--- src/rtl/dsp_pkg.sv ---
// dsp_pkg: shared types and helpers for the PFB demux datapath
// Contents: pfb_seq_state_t (sequencer FSM states), pfb_hop() (frame advance in samples)
package dsp_pkg;

    typedef enum logic {S_IDLE, S_READ} pfb_seq_state_t;

    function automatic int pfb_hop(input int num_channels);
        return num_channels / 2;
    endfunction

endpackage

--- src/rtl/pfb_demux_2x_sequencer.sv ---
// pfb_demux_2x_sequencer: address/control sequencer for the 2x-oversampled PFB demux ring buffer
// Ports:
//   Clk, Rst_n (async, active low)        clock and reset
//   Input_valid                           one input sample this cycle
//   Wr_en, Wr_addr                        registered buffer write strobe/address
//   Rd_en, Rd_addr, Rd_channel, Rd_last   registered buffer read strobe/address/channel/frame end
//   Error_input_overflow                  pulse: sample dropped, ring full
//   Warning_input_gap                     pulse: no input for GAP_LIMIT cycles
// Option: define PFB_DEMUX_SEQ_GAP_DETECT_EN to build the input gap detector; otherwise Warning_input_gap is 0.
module pfb_demux_2x_sequencer
    import dsp_pkg::*;
#(
    parameter int NUM_CHANNELS        = 32,
    parameter int CHANNEL_INDEX_WIDTH = 5,
    parameter int BUFFER_DEPTH        = 64,
    parameter int ADDR_WIDTH          = 6,
    parameter int GAP_LIMIT           = 64
) (
    input  logic                           Clk,
    input  logic                           Rst_n,
    input  logic                           Input_valid,
    output logic                           Wr_en,
    output logic [ADDR_WIDTH-1:0]          Wr_addr,
    output logic                           Rd_en,
    output logic [ADDR_WIDTH-1:0]          Rd_addr,
    output logic [CHANNEL_INDEX_WIDTH-1:0] Rd_channel,
    output logic                           Rd_last,
    output logic                           Error_input_overflow,
    output logic                           Warning_input_gap
);

    localparam int HOP = pfb_hop(NUM_CHANNELS);
    localparam logic [ADDR_WIDTH:0] OCC_FULL = (ADDR_WIDTH+1)'(BUFFER_DEPTH);
    localparam logic [ADDR_WIDTH:0] OCC_FRAME = (ADDR_WIDTH+1)'(NUM_CHANNELS);
    localparam logic [ADDR_WIDTH:0] OCC_HOP = (ADDR_WIDTH+1)'(HOP);
    localparam logic [CHANNEL_INDEX_WIDTH-1:0] CH_TOP = CHANNEL_INDEX_WIDTH'(NUM_CHANNELS-1);

    if (NUM_CHANNELS < 4 || BUFFER_DEPTH < NUM_CHANNELS + HOP || (1 << ADDR_WIDTH) != BUFFER_DEPTH ||
        (1 << CHANNEL_INDEX_WIDTH) != NUM_CHANNELS || GAP_LIMIT < 1) begin : g_bad_cfg
        $error("pfb_demux_2x_sequencer: illegal parameter set");
    end

    pfb_seq_state_t                 r_state, w_state_nxt;
    logic [CHANNEL_INDEX_WIDTH-1:0] r_ch, w_ch_nxt;
    logic [ADDR_WIDTH-1:0]          r_wr_ptr, r_frame_base;
    logic [ADDR_WIDTH:0]            r_occ, w_occ_nxt;
    logic                           w_retire, w_accept;
    logic                           r_wr_en, r_rd_en, r_rd_last, r_ovf;
    logic [ADDR_WIDTH-1:0]          r_wr_addr, r_rd_addr;
    logic [CHANNEL_INDEX_WIDTH-1:0] r_rd_channel;

    // A retire in the same cycle frees space, so a full ring still takes the sample
    assign w_retire  = (r_state == S_READ) && (r_ch == '0);
    assign w_accept  = Input_valid && ((r_occ != OCC_FULL) || w_retire);
    assign w_occ_nxt = r_occ + (ADDR_WIDTH+1)'(w_accept) - (w_retire ? OCC_HOP : '0);

    // Frame end checks the occupancy including this cycle's write, so back-to-back frames need no bubble
    always_comb begin
        w_state_nxt = r_state;
        w_ch_nxt    = CH_TOP;
        if (r_state == S_IDLE)
            w_state_nxt = (r_occ >= OCC_FRAME) ? S_READ : S_IDLE;
        else begin
            w_state_nxt = (!w_retire || w_occ_nxt >= OCC_FRAME) ? S_READ : S_IDLE;
            w_ch_nxt    = w_retire ? CH_TOP : r_ch - CHANNEL_INDEX_WIDTH'(1);
        end
    end

    always_ff @(posedge Clk or negedge Rst_n) begin
        if (!Rst_n) begin
            r_state      <= S_IDLE;
            r_ch         <= '0;
            r_occ        <= '0;
            r_wr_ptr     <= '0;
            r_frame_base <= '0;
            r_wr_en      <= 1'b0;
            r_wr_addr    <= '0;
            r_rd_en      <= 1'b0;
            r_rd_addr    <= '0;
            r_rd_channel <= '0;
            r_rd_last    <= 1'b0;
            r_ovf        <= 1'b0;
        end else begin
            r_state      <= w_state_nxt;
            r_ch         <= w_ch_nxt;
            r_occ        <= w_occ_nxt;
            r_wr_ptr     <= r_wr_ptr + ADDR_WIDTH'(w_accept);
            r_frame_base <= w_retire ? r_frame_base + ADDR_WIDTH'(HOP) : r_frame_base;
            r_wr_en      <= w_accept;
            r_wr_addr    <= r_wr_ptr;
            r_rd_en      <= (r_state == S_READ);
            r_rd_addr    <= (r_state == S_READ) ? r_frame_base + ADDR_WIDTH'(CH_TOP - r_ch) : r_rd_addr;
            r_rd_channel <= (r_state == S_READ) ? r_ch : r_rd_channel;
            r_rd_last    <= w_retire;
            r_ovf        <= Input_valid && !w_accept;
        end
    end

    assign Wr_en                = r_wr_en;
    assign Wr_addr              = r_wr_addr;
    assign Rd_en                = r_rd_en;
    assign Rd_addr              = r_rd_addr;
    assign Rd_channel           = r_rd_channel;
    assign Rd_last              = r_rd_last;
    assign Error_input_overflow = r_ovf;

`ifdef PFB_DEMUX_SEQ_GAP_DETECT_EN
    localparam int GAP_W = $clog2(GAP_LIMIT + 1);

    logic [GAP_W-1:0] r_gap_cnt;
    logic             r_gap_run, r_gap_warn, w_gap_fire;

    // The first sample after reset is always accepted, so any Input_valid starts or re-arms the count
    assign w_gap_fire = r_gap_run && !Input_valid && (r_gap_cnt == GAP_W'(GAP_LIMIT - 1));

    always_ff @(posedge Clk or negedge Rst_n) begin
        if (!Rst_n) begin
            r_gap_cnt  <= '0;
            r_gap_run  <= 1'b0;
            r_gap_warn <= 1'b0;
        end else begin
            r_gap_cnt  <= Input_valid ? '0 : (r_gap_run ? r_gap_cnt + GAP_W'(1) : r_gap_cnt);
            r_gap_run  <= Input_valid || (r_gap_run && !w_gap_fire);
            r_gap_warn <= w_gap_fire;
        end
    end

    assign Warning_input_gap = r_gap_warn;
`else
    assign Warning_input_gap = 1'b0;
`endif

endmodule

--- config.mk ---
export PLATFORM = sky130hd
export DESIGN_NAME = pfb_demux_2x_sequencer
export DESIGN_NICKNAME = d
export VERILOG_FILES = /design/src/rtl/dsp_pkg.sv /design/src/rtl/pfb_demux_2x_sequencer.sv
export SDC_FILE = /design/constraint.sdc
export NUM_CORES = 1
export LEC_CHECK = 0
export ABC_CLOCK_PERIOD_IN_PS = 8700
export CORE_MARGIN = 10
export CORE_UTILIZATION = 57
export DETAILED_ROUTE_END_ITERATION = 8
export PLACE_DENSITY = 0.94
export SLEW_MARGIN = 0
export SYNTH_ARGS = -nofsm -noshare
export SYNTH_HDL_FRONTEND = slang
export SYNTH_SLANG_ARGS = --single-unit
--- constraint.sdc ---
create_clock -name Clk -period 8.7 [get_ports Clk]
set_input_delay 1.74 -clock Clk [delete_from_list [all_inputs] [get_ports Clk]]
set_output_delay 1.74 -clock Clk [all_outputs]
set_load 0.1 [all_outputs]
==> flow_summary.json <==
{
  "end_kind": "primary output",
  "synth_flop_cell": "sky130_fd_sc_hd__dfrtp_1",
  "synth_largest_area_cell": "sky130_fd_sc_hd__dfrtp_1",
  "setup-tns-final_ns": 0,
  "cp.arrival_ns": 1.87,
  "io_buffer_count": 23,
  "core-area_mm2": 0.00305,
  "hold_slack_ns": 0.412,
  "flow.area_growth_from_synthesis_pct": 18.8,
  "synth_edf_count": 0,
  "critPathTopFamily": "buffers and inverters",
  "cts.sink_count": 42,
  "fin_crit_sh_pct": 41.5,
  "final-hold-violation-count": 0,
  "grt_first_pass_wirelength_um": 6040,
  "cts-htree-levels": 2,
  "post_synth_num_cell_types": 36,
  "maximum_number_of_pins_on_one_net_before_global_route_repair": 43,
  "max-clock-path-buffers": 2,
  "gp_routability_congestion": 0.857,
  "cts-root-buf": "sky130_fd_sc_hd__clkbuf_4",
  "synth.most_common_cell": "sky130_fd_sc_hd__dfrtp_1",
  "critPathMaxStageDelay_ns": 1.14,
  "ff_latch_area_mm2": 0.00105,
  "maximum_operating_frequency_mhz": 277,
  "effective_utilization_at_floorplan_pct": 59.6,
  "syn_area_mm2": 0.00182,
  "synth_top_cell_area_share_pct": 57.8,
  "synth_area_per_cell_um2": 12.8,
  "setup_violation_total_in_the_final_timing_report": 0,
  "post_drt_wl_per_cell_um": 16.3,
  "num-fill-cells": 232,
  "synth-async-reset-ratio_pct": 100,
  "final_net_count": 189,
  "drt_pass1_iterations": 5,
  "grt_pass1_vias": 1200,
  "std_cell_rows": 20,
  "crit_path_top_delay_cell": "sky130_fd_sc_hd__clkdlybuf4s50_1",
  "max-cap-violations": 0,
  "route.detailed.vias_per_inst": 5.22,
  "synthesis.instances": 142,
  "dp_hpwl_um": 2570,
  "synthesis.yosys.warnings": 0,
  "postSynthNetCount": 162,
  "synth_sequential_area_ratio_pct": 57.8,
  "final_antenna_net_count": 0,
  "startpoint_class": "flop",
  "crit_type": "flop to primary output",
  "num_antenna_cells": 0,
  "global_route.usage.total_pct": 12.9,
  "critical_path.n_buffers_inverters": 1,
  "congestion_overflow_gr": 0,
  "worstSkewPairLatency_ns": 0.35,
  "detailroute.via_count": 1118,
  "final.setup_skew_ns": 0.00448,
  "final_period_minus_worst_setup_slack_ns": 3.61,
  "post_cts_resize_count": 0,
  "floorplan.die.height_um": 76.5,
  "antenna_violations_before_repair": 0,
  "crit_chain": "clkdlybuf4s50_1",
  "rsz0062_at_grt": "false",
  "drt_drc_violations_left": 0,
  "synth_common_cells": "sky130_fd_sc_hd__dfrtp_1, sky130_fd_sc_hd__ha_1, sky130_fd_sc_hd__inv_1, sky130_fd_sc_hd__mux2_1, sky130_fd_sc_hd__nand2_1",
  "post-cts-setup-buffers": 0,
  "synth_area_leaders": "sky130_fd_sc_hd__dfrtp_1, sky130_fd_sc_hd__ha_1, sky130_fd_sc_hd__mux2_1",
  "dr.first_iter.drc_count": 80,
  "worst-slew-pin-transition_ns": 0.990,
  "multiInputGateArea_um2": 703,
  "drt_wl_total_um": 3500,
  "dieArea_mm2": 0.00585,
  "cts-hold-fix-buffers": 0,
  "maxSlewViolCount": 0,
  "drive_gt1_share_pct": 7.06,
  "slew_headroom_pct": 33.8,
  "worst_setup_hold_path_clk_slew_ns": 0.12,
  "cts_inserted_buffers": 5,
  "worst-path-max-fanout": 2,
  "run_status": "complete, no violations",
  "synth.ff_latch_count": 42,
  "die_width_um": 76.5,
  "clock_tree_from_tritoncts": "yes",
  "timing.hold.worst.class": "flop to flop",
  "top_level_ports": 25,
  "worst_ep_required_time_ns": 6.96
}
-- flip-flops by register name, indices dropped and copies added, names as in the netlist --
signal                cells
Rd_last                   1
r_frame_base              2
r_ch                      5
Rd_addr                   6
Rd_en                     1
r_wr_ptr                  6
Wr_addr                   6
Error_input_overflow      1
r_occ                     7
Rd_channel                5
Wr_en                     1
r_state                   1
-- per-stage QoR --
step	util (%)	std cells	setup slack [ns]	cell area, µm²
2_1_floorplan	-	142	5.37	1820
3_3_place_gp	68.2	206	4.89	2080
3_5_place_dp	68.2	206	4.77	2080
4_1_cts	70.8	214	5.06	2160
5_1_grt	70.8	214	5.01	2160
6_report	70.8	214	5.09	2160
-- path summary, 6_finish.rpt --
kind | from | endpoint | slack, ns | cells past startpoint
setup / recovery | Rd_addr[3] | Rd_addr[3] | 5.09 | 1
hold / removal | r_wr_ptr[0] | Wr_addr[0] | 0.41 | 0
setup reg to reg | r_occ[2] | r_state | 5.47 | 12
hold reg to reg | r_wr_ptr[0] | Wr_addr[0] | 0.41 | 0
max in group asynchronous | Rst_n | r_occ[0] | 6.66 | 1
min in group asynchronous | Rst_n | Rd_addr[1] | 1.50 | 1
-- cell usage in the layout (no fill, tap or decap), types with 2 or more instances in the layout --
cell / netlist / final
sky130_fd_sc_hd__and2_1: 2 / 2
sky130_fd_sc_hd__nor2_1: 5 / 5
sky130_fd_sc_hd__o21ai_1: 4 / 4
sky130_fd_sc_hd__nand2_1: 8 / 8
sky130_fd_sc_hd__inv_1: 12 / 12
sky130_fd_sc_hd__nand3_1: 2 / 2
sky130_fd_sc_hd__ha_1: 17 / 17
sky130_fd_sc_hd__xor2_1: 6 / 6
sky130_fd_sc_hd__nor2b_1: 2 / 2
sky130_fd_sc_hd__nand2b_1: 2 / 2
sky130_fd_sc_hd__clkdlybuf4s50_1: 0 / 22
sky130_fd_sc_hd__a21oi_1: 4 / 4
sky130_fd_sc_hd__dfrtp_1: 42 / 42
sky130_fd_sc_hd__mux2_1: 8 / 8
sky130_fd_sc_hd__xnor2_1: 6 / 6
sky130_fd_sc_hd__clkbuf_4: 0 / 5
-- logic make-up after synthesis --
kind of cell             count (synthesis)  synth area share, %
flip-flops                              42                 57.8
adder cells (fa/ha/maj)                 17                 11.7
XOR/XNOR                                12                 5.78
multiplexers                             8                 4.95
other                                    1                0.206
AND/OR/NAND/NOR                         30                 9.97
buffers and inverters                   16                 3.58
AO/OA/AOI/OAI                           16                 6.05
-- layout make-up --
cell class,count,share of cell area [%]
flip-flops and latches,42,48.6
multi-input cells,84,32.5
repair buffers,23,10.4
well taps,44,2.55
inverters,13,2.26
clock buffers,6,1.91
clock inverters,2,1.74
-- routing by layer --
metal / part of all wire (%) / up-vias / GRT usage, %
met1: 39 / 556 / 12.8
met3: 6.2 / 8 / 6.37
met2: 52 / 29 / 22.1
met5: 0 / - / 0
met4: 2.7 / 0 / 6.13
li1: - / 525 / -
Power is not shown: default switching activity piles up to over one toggle a cycle in this logic, so the estimate is an artifact.
